==> src/rtl/id_ex_cond_stage.sv <==
// Decode->execute pipeline register with NZCV flag
// register and condition-gated write controls.
module id_ex_cond_stage #(
  parameter int WIDTH = 8
) (
  input  logic             clk,
  input  logic             reset,
  input  logic             StallE,
  input  logic             FlushE,
  input  logic             PCSrcD,
  input  logic             RegWriteD,
  input  logic             MemToRegD,
  input  logic             MemWriteD,
  input  logic             BranchD,
  input  logic             ALUSrcD,
  input  logic             NoWriteD,
  input  logic [3:0]       ALUControlD,
  input  logic [1:0]       FlagWriteD,
  input  logic [3:0]       CondD,
  input  logic [3:0]       WA3D,
  input  logic [WIDTH-1:0] RD1D,
  input  logic [WIDTH-1:0] RD2D,
  input  logic [WIDTH-1:0] ExtImmD,
  input  logic [3:0]       ALUFlagsE,
  output logic             PCSrcE,
  output logic             RegWriteE,
  output logic             MemWriteE,
  output logic             BranchTakenE,
  output logic             MemToRegE,
  output logic             ALUSrcE,
  output logic [3:0]       ALUControlE,
  output logic [3:0]       WA3E,
  output logic [WIDTH-1:0] RD1E,
  output logic [WIDTH-1:0] RD2E,
  output logic [WIDTH-1:0] ExtImmE,
  output logic             CondExE,
  output logic [3:0]       FlagsE
);

  typedef struct packed {
    logic             pcsrc;
    logic             regwrite;
    logic             memtoreg;
    logic             memwrite;
    logic             branch;
    logic             alusrc;
    logic             nowrite;
    logic [3:0]       aluctl;
    logic [1:0]       flagwrite;
    logic [3:0]       cond;
    logic [3:0]       wa3;
    logic [WIDTH-1:0] rd1;
    logic [WIDTH-1:0] rd2;
    logic [WIDTH-1:0] imm;
  } id_ex_t;

  localparam logic [3:0] COND_AL = 4'b1110;

  id_ex_t     w_d;
  id_ex_t     w_bubble;
  id_ex_t     r_e;
  logic [3:0] r_flags;
  logic       w_n, w_z, w_c, w_v;
  logic       w_condex;

  // Pack decode-side fields and build the bubble word.
  always_comb begin
    w_d           = '0;
    w_d.pcsrc     = PCSrcD;
    w_d.regwrite  = RegWriteD;
    w_d.memtoreg  = MemToRegD;
    w_d.memwrite  = MemWriteD;
    w_d.branch    = BranchD;
    w_d.alusrc    = ALUSrcD;
    w_d.nowrite   = NoWriteD;
    w_d.aluctl    = ALUControlD;
    w_d.flagwrite = FlagWriteD;
    w_d.cond      = CondD;
    w_d.wa3       = WA3D;
    w_d.rd1       = RD1D;
    w_d.rd2       = RD2D;
    w_d.imm       = ExtImmD;
    w_bubble      = '0;
    w_bubble.cond = COND_AL;
  end

  // Stage register: reset/flush > stall > load.
  always_ff @(posedge clk) begin
    if (reset || FlushE)
      r_e <= w_bubble;
    else if (!StallE)
      r_e <= w_d;
  end

  assign w_n = r_flags[3];
  assign w_z = r_flags[2];
  assign w_c = r_flags[1];
  assign w_v = r_flags[0];

  // Condition check against the registered flags.
  always_comb begin
    w_condex = 1'b0;
    case (r_e.cond)
      4'b0000: w_condex = w_z;
      4'b0001: w_condex = !w_z;
      4'b0010: w_condex = w_c;
      4'b0011: w_condex = !w_c;
      4'b0100: w_condex = w_n;
      4'b0101: w_condex = !w_n;
      4'b0110: w_condex = w_v;
      4'b0111: w_condex = !w_v;
      4'b1000: w_condex = w_c && !w_z;
      4'b1001: w_condex = !w_c || w_z;
      4'b1010: w_condex = (w_n == w_v);
      4'b1011: w_condex = (w_n != w_v);
      4'b1100: w_condex = !w_z && (w_n == w_v);
      4'b1101: w_condex = w_z || (w_n != w_v);
      4'b1110: w_condex = 1'b1;
      default: w_condex = 1'b0;
    endcase
  end

  // NZCV update; a held instruction never rewrites flags.
  always_ff @(posedge clk) begin
    if (reset) begin
      r_flags <= 4'b0000;
    end else if (w_condex && !StallE) begin
      if (r_e.flagwrite[1])
        r_flags[3:2] <= ALUFlagsE[3:2];
      if (r_e.flagwrite[0])
        r_flags[1:0] <= ALUFlagsE[1:0];
    end
  end

  assign CondExE      = w_condex;
  assign FlagsE       = r_flags;
  assign PCSrcE       = r_e.pcsrc && w_condex;
  assign RegWriteE    = r_e.regwrite && w_condex
                        && !r_e.nowrite;
  assign MemWriteE    = r_e.memwrite && w_condex;
  assign BranchTakenE = r_e.branch && w_condex;
  assign MemToRegE    = r_e.memtoreg;
  assign ALUSrcE      = r_e.alusrc;
  assign ALUControlE  = r_e.aluctl;
  assign WA3E         = r_e.wa3;
  assign RD1E         = r_e.rd1;
  assign RD2E         = r_e.rd2;
  assign ExtImmE      = r_e.imm;

endmodule
==> config.mk <==
export PLATFORM = sky130hd
export DESIGN_NAME = id_ex_cond_stage
export DESIGN_NICKNAME = d
export VERILOG_FILES = /design/src/rtl/id_ex_cond_stage.sv
export SDC_FILE = /design/constraint.sdc
export NUM_CORES = 1
export LEC_CHECK = 0
export CAP_MARGIN = 20
export CORE_MARGIN = 1.5
export CORE_UTILIZATION = 38
export CTS_CLUSTER_DIAMETER = 60
export DETAILED_ROUTE_END_ITERATION = 7
export PLACE_DENSITY_LB_ADDON = 0.2
export SETUP_SLACK_MARGIN = 0.15
export SLEW_MARGIN = 25
export SYNTH_ARGS = -nofsm -noshare
export SYNTH_HDL_FRONTEND = slang
export SYNTH_SLANG_ARGS = --single-unit
export TNS_END_PERCENT = 20
==> constraint.sdc <==
create_clock -name clk -period 1.7 [get_ports clk]
set_input_delay 0.34 -clock clk [delete_from_list [all_inputs] [get_ports clk]]
set_output_delay 0.34 -clock clk [all_outputs]
set_load 0.02 [all_outputs]
==> results of run 1 <==
## cell usage after synthesis, drive strengths merged
cell,number
o21a,1
o21ai,1
nor2,44
nor3b,1
nand2b,6
o32a,1
and3b,3
o311ai,1
and2,3
mux2i,51
xor2,1
or2,1
clkbuf,7
or2b,2
a311oi,2
xnor2,3
nor3,1
a21oi,1
inv,2
nand2,6
nor2b,1
a22oi,1
buf,38
dfxtp,49
nand3,1
## worst register-to-register path, stage by stage (launching register included)
cell and delay [ns]:
dfxtp_2 0.36, buf_6 0.13, xnor2_1 0.12, a21oi_1 0.15
o311ai_2 0.17, buf_4 0.19, a311oi_2 0.27, buf_4 0.17
mux2i_1 0.17
## layout make-up
class	count	share of cell area
Clock inverter	2	0.00420
Timing Repair Buffer	115	0.333
Tap cell	72	0.0275
Inverter	2	0.00229
Sequential cell	49	0.301
Multi-Input combinational cell	132	0.307
Clock buffer	6	0.0252
## worst paths after layout
check,start,endpoint,slack (ns)
worst max-delay path,FlagsE[2],RegWriteE,-0.50
worst min-delay path,StallE,FlagsE[3],0.40
worst max register to register,FlagsE[3],FlagsE[0],-0.09
worst min register to register,RD1E[4],RD1E[4],0.49
## metrics by stage
| stage | worst slack [ns] | cell area, um2 | cells | utilization |
|---|---|---|---|---|
| global placement | -0.600 | 3150 | 369 | 0.566 |
| CTS | -0.583 | 3240 | 377 | 0.582 |
| finish | -0.495 | 3280 | 378 | 0.588 |
| detailed placement | -0.623 | 3150 | 369 | 0.566 |
| floorplan | -0.214 | 2250 | 228 | - |
| global route | -0.606 | 3280 | 378 | 0.588 |
## power breakdown
part / switching [mW] / total [mW] / internal, mW
combinational: 0.170 / 0.412 / 0.243
clock: 0.379 / 0.709 / 0.330
sequential: 0.0209 / 1.20 / 1.18
total: 0.569 / 2.33 / 1.76
## flip-flops by register name (all words and copies together) (netlist names)
| register | cells |
|---|---|
| ALUSrcE | 1 |
| FlagsE | 4 |
| ALUControlE | 4 |
| ExtImmE | 8 |
| WA3E | 4 |
| RD1E | 8 |
| r_e | 11 |
| MemToRegE | 1 |
| RD2E | 8 |
## repair_timing
item	CTS	global route
setup endpoints to repair	47	9
gates resized for setup	77	4
pin swaps	12	4
buffers inserted	0	1
## logic make-up after synthesis
logic type	count (synthesis)	synth area share
mux	51	0.230
xor+xnor	4	0.0158
buf+inv	47	0.137
simple gates	69	0.142
flops	49	0.442
compound gates	8	0.0333
## per-layer routing
metal	wire, um	global-route usage
met5	0	0
met4	68	0.0632
met3	376	0.0526
met2	2070	0.247
met1	2080	0.192
==> impl_metrics.toml, run 1 <==
[placement]
numPortBuffers = 95
place.gp.congestion = 0.715
dp_hpwl_mm = 3.39

[setup_path]
cp.depth = 6
slowest_delay_ns = 0.37
cp_data_arrival_time_ns = 1.86
critPathSlowestCell = "dfxtp_2"
criticalPathCategory = "reg2out"
end_kind = "primary output"
crit_family = "simple AND/OR/NAND/NOR gates"
critical_path_buf_inv_count = 1
reg2reg_depth = 8
cp_max_fo = 5
start_kind = "flip-flop"
path_cells = "and3b_1, a22oi_2, mux2i_2, nand3_4, and3b_2, buf_6"
crit_required_ns = 1.36

[global_route]
antenna_found_initial = 0
grt_use_total = 0.155
grt_pass1_wl_mm = 7.67
grt_max_degree = 24
overflow = 0
grt_pass1_vias = 1626

[timing]
drv_slew = 0
min_period_ns = 2.20
clock.fmax_mhz = 455
finalSetupViolCount = 9
skew_ns = 0.00252
maxSlewHeadroom = 0.738
setup_tns_ns = -2.40
whs_ns = 0.396
min_period_over_period = 1.29
finalHoldViolCount = 0
rsz0062_at_grt = "true"
worst_slack_ns = -0.495
worstMarginPinSlew_ns = 0.392

[yosys]
syn_inst = 228
yosys_warnings = 0
synth_area_leaders = "dfxtp_1 44%, mux2i_1 23%, buf_4 11%, nor2_1 7.4%, nand2b_1 1.7%"
synth.distinct_cells = 26
synth_top_cell_area_share = 0.442
syn-mean-instance-area_um2 = 9.74
synth_area_um2 = 2220
syn_nets = 281
ys_ff_latch = 49
yosysTopAreaCell = "dfxtp_1"
synth_seq_area_share = 0.442

[final_layout]
final_cell_mix = "51 x clkdlybuf4s50_1, 50 x mux2i_1, 44 x dfxtp_1, 44 x nor2_1, 38 x dlygate4sd2_1"
ff_latch_area_um2 = 987
layout-drive-gt1-share = 0.167
fill_cells = 506
final_common_cell = "clkdlybuf4s50_1"
antenna_cells = 0
syn_to_final_growth_pct = 47.6
multiInputGateArea_um2 = 1000
fin_nets = 358

[detailed_routing]
viasPerCell = 4.43
ant_nets = 0
dr.pass1.iters = 4
vias = 1673
wl_mm = 4.59
drc = 0
wire_per_inst_um = 12.1
drtIter0Drc = 54

[clocking]
htree_levels = 2
cts_buffers = 5
cts_tree = "done"
cts.clk_slew.worst_paths_ns = 0.08
ctsHoldBuffers = 0
clock_path_buffers = 2
cts.sinks = 49
clock_insertion_delay_worst_skew_ns = 0.30
cts_root_buf = "clkbuf_8"

[job]
max_cap_violations = 0

[floorplanning]
start_util = 0.398
die-area_um2 = 6310
die_h_um = 79.4
io_pins = 96
num_rows = 27
fp.dieW_um = 79.4
fp.coreArea_um2 = 5570

[power_and_ir_drop]
p_leak_nw = 1.55
p_per_area_nw_per_um2 = 710
finalPower_mw = 2.33
vdd_drop_max_uv = 456

[min_path]
min_path_type = "in2reg"
whs_path_depth = 3

[outcome]
status = "finished, violations left"
violations = "negative setup slack"
No activity file was read; power rests on OpenSTA's default activity.
==> inputs of run 2 (changes only) <==
--- a/config.mk
+++ b/config.mk
@@ -10,10 +10,10 @@
 export CORE_UTILIZATION = 38
 export CTS_CLUSTER_DIAMETER = 60
 export DETAILED_ROUTE_END_ITERATION = 7
-export PLACE_DENSITY_LB_ADDON = 0.2
+export PLACE_DENSITY = 0.88
 export SETUP_SLACK_MARGIN = 0.15
 export SLEW_MARGIN = 25
 export SYNTH_ARGS = -nofsm -noshare
 export SYNTH_HDL_FRONTEND = slang
 export SYNTH_SLANG_ARGS = --single-unit
-export TNS_END_PERCENT = 20
+export TNS_END_PERCENT = 30
==> run 2 against run 1 <==
The run still ends with negative setup slack left. Power rose by 6.0%. Worst hold slack better by 0.099 ns. Non-clock buffer count down 1. Combinational power decreased by 1%. First-iteration DRC count up 30%. Cell count shrank 0.26%. Sequential share of layout area increased by 0.36 points. Sequential power about the same. Via count grew 3.5%. Register-to-register slack lost 0.06 ns. Critical path type unchanged.
==> impl_metrics.toml, run 2 (synthesis results as in run 1) <==
[clocking]
cts.sinks = 49
clock_path_buffers = 2
htree_levels = 2
cts_setup_buffers = 0
clock_insertion_delay_worst_skew_ns = 0.30
cts.clk_slew.worst_paths_ns = 0.10
ctsHoldBuffers = 0
cts_buffers = 5
cts_tree = "done"
cts_root_buf = "clkbuf_8"

[detailed_routing]
viasPerCell = 4.59
drtIter0Drc = 70
wl_met2_mm = 2.50
wire_per_inst_um = 13.1
ant_nets = 0
wl_mm = 4.95
routed.top_layer = "met4"
drt-met1-wl_mm = 2.06
drc = 0
dr_wl_met3_um = 341
dr.pass1.iters = 4
vias = 1732

[power_and_ir_drop]
vdd_drop_max_uv = 441
p_per_area_nw_per_um2 = 759
clockPowerShare = 0.347
finalPower_mw = 2.47
p_int_mw = 1.86
p_sw_uw = 609
power_frac_comb = 0.165
swShare = 0.247
p_leak_nw = 1.54
seq_power_share = 0.488

[final_layout]
fin_nets = 357
multiInputGateArea_um2 = 990
fill_cells = 510
syn_to_final_growth_pct = 46.4
layout-drive-gt1-share = 0.161
final_common_cell = "clkdlybuf4s50_1"
ff_latch_area_um2 = 991
final_core_util = 0.583
largest_reg_flops = 11
regMostFlops = "r_e"
final_cell_mix = "51 x clkdlybuf4s50_1, 50 x mux2i_1, 44 x nor2_1"
antenna_cells = 0

[setup_path]
r2r_end = "FlagsE[0]"
r2r-start = "FlagsE[3]"
start_kind = "flip-flop"
cp.depth = 6
criticalPathCategory = "reg2out"
critPathSlowestCell = "dfxtp_4"
path_cells = "and3b_1, a22oi_2, mux2i_2, nand3_2, and3b_2, buf_6"
critical_path_buf_inv_count = 1
reg2reg_setup_slack_ns = -0.15
cp_data_arrival_time_ns = 1.84
crit_required_ns = 1.36
cp_max_fo = 5
cp-startpoint = "FlagsE[2]"
end_kind = "primary output"
reg2reg_depth = 6
slowest_delay_ns = 0.37
crit_family = "simple AND/OR/NAND/NOR gates"

[timing]
min_period_over_period = 1.28
drv_slew = 0
setup_tns_ns = -2.49
rsz0062_at_grt = "true"
worst_slack_ns = -0.477
finalSetupViolCount = 9
maxSlewHeadroom = 0.733
skew_ns = 0.00148
clock.fmax_mhz = 459
min_period_ns = 2.18
worstMarginPinSlew_ns = 0.400
finalHoldViolCount = 0

[min_path]
hold_end = "RD2E[6]"
hp-start = "RD2E[6]"
min_path_type = "reg2reg"
whs_path_depth = 2

[global_route]
grt_use_total = 0.161
grt_pass1_wl_mm = 7.96
grt_pass1_vias = 1712
overflow = 0
grt_max_degree = 30
antenna_found_initial = 0

[floorplanning]
start_util = 0.398
die-area_um2 = 6310
fp.coreArea_um2 = 5570
io_pins = 96
die_h_um = 79.4
fp.dieW_um = 79.4
num_rows = 27

[placement]
numPortBuffers = 95
dp_hpwl_mm = 3.68
place.gp.congestion = 0.789
pre_cts_slack_ns = -0.647

[outcome]
violations = "negative setup slack"
status = "finished, violations left"

[job]
max_cap_violations = 0
-- run 2: cell types whose count changed in the layout (fill, tap and decap cells not counted), sizes merged --
cell,delta
bufinv,+1
buf,-1
clkbuf,-1
clkinvlp,+1
clkinv,-1
-- run 2: repair_timing --
item	in CTS	in global routing
pin swaps	6	0
gates resized for setup	68	1
gates cloned	0	0
endpoints found under the setup margin	47	9
-- run 2: worst reg2reg max path: stages (launching register included) --
cell and delay [ns]:
dfxtp_2 0.35, xnor2_2 0.23, nor3_1 0.07, o32a_1 0.38, buf_6 0.15, a311oi_4 0.34, mux2i_1 0.26
-- run 2: how the worst max path moves through the flow --
stage | to | slack, ns
floorplan | RegWriteE | -0.20
global placement | RegWriteE | -0.58
detailed placement | RegWriteE | -0.65
CTS | RegWriteE | -0.50
global route | RegWriteE | -0.57
finish | RegWriteE | -0.48
-- run 2: metal layers --
layer,up-vias,GRT usage
li1,868,-
met2,59,0.283
met1,799,0.189
met3,6,0.0469
met4,0,0.0474
met5,-,0
-- run 2: power groups by stage --
stage | logic [mW] | registers, mW | clock network [mW]
floorplan | 0.225 | 1.23 | 0
global placement | 0.417 | 1.23 | 0
detailed placement | 0.423 | 1.23 | 0
CTS | 0.410 | 1.20 | 0.874
global route | 0.437 | 1.21 | 0.921
finish | 0.406 | 1.20 | 0.857
-- run 2: cell type report --
| class | instances | share of cell area |
|---|---|---|
| clock buffers | 5 | 0.0212 |
| clock inverters | 3 | 0.0142 |
| inverters | 2 | 0.00231 |
| multi-input cells | 132 | 0.304 |
| flip-flops and latches | 49 | 0.305 |
| well taps | 72 | 0.0277 |
| repair buffers | 114 | 0.325 |
-- run 2: through the flow --
stage | cells | hold slack [ns] | area (um2)
detailed placement | 369 | 0.482 | 3160
floorplan | 228 | 0.454 | 2260
CTS | 377 | 0.502 | 3250
finish | 377 | 0.495 | 3250
global placement | 369 | 0.467 | 3160
global route | 377 | 0.530 | 3250
==> inputs of run 3 (changes only) <==
--- a/config.mk
+++ b/config.mk
@@ -10,9 +10,9 @@
 export CORE_UTILIZATION = 38
 export CTS_CLUSTER_DIAMETER = 60
 export DETAILED_ROUTE_END_ITERATION = 7
+export HOLD_SLACK_MARGIN = 0.03
 export PLACE_DENSITY = 0.88
 export SETUP_SLACK_MARGIN = 0.15
-export SLEW_MARGIN = 25
 export SYNTH_ARGS = -nofsm -noshare
 export SYNTH_HDL_FRONTEND = slang
 export SYNTH_SLANG_ARGS = --single-unit
==> results of run 3 <==
No change in the layout: final DEF, timing and power equal those of run 2.
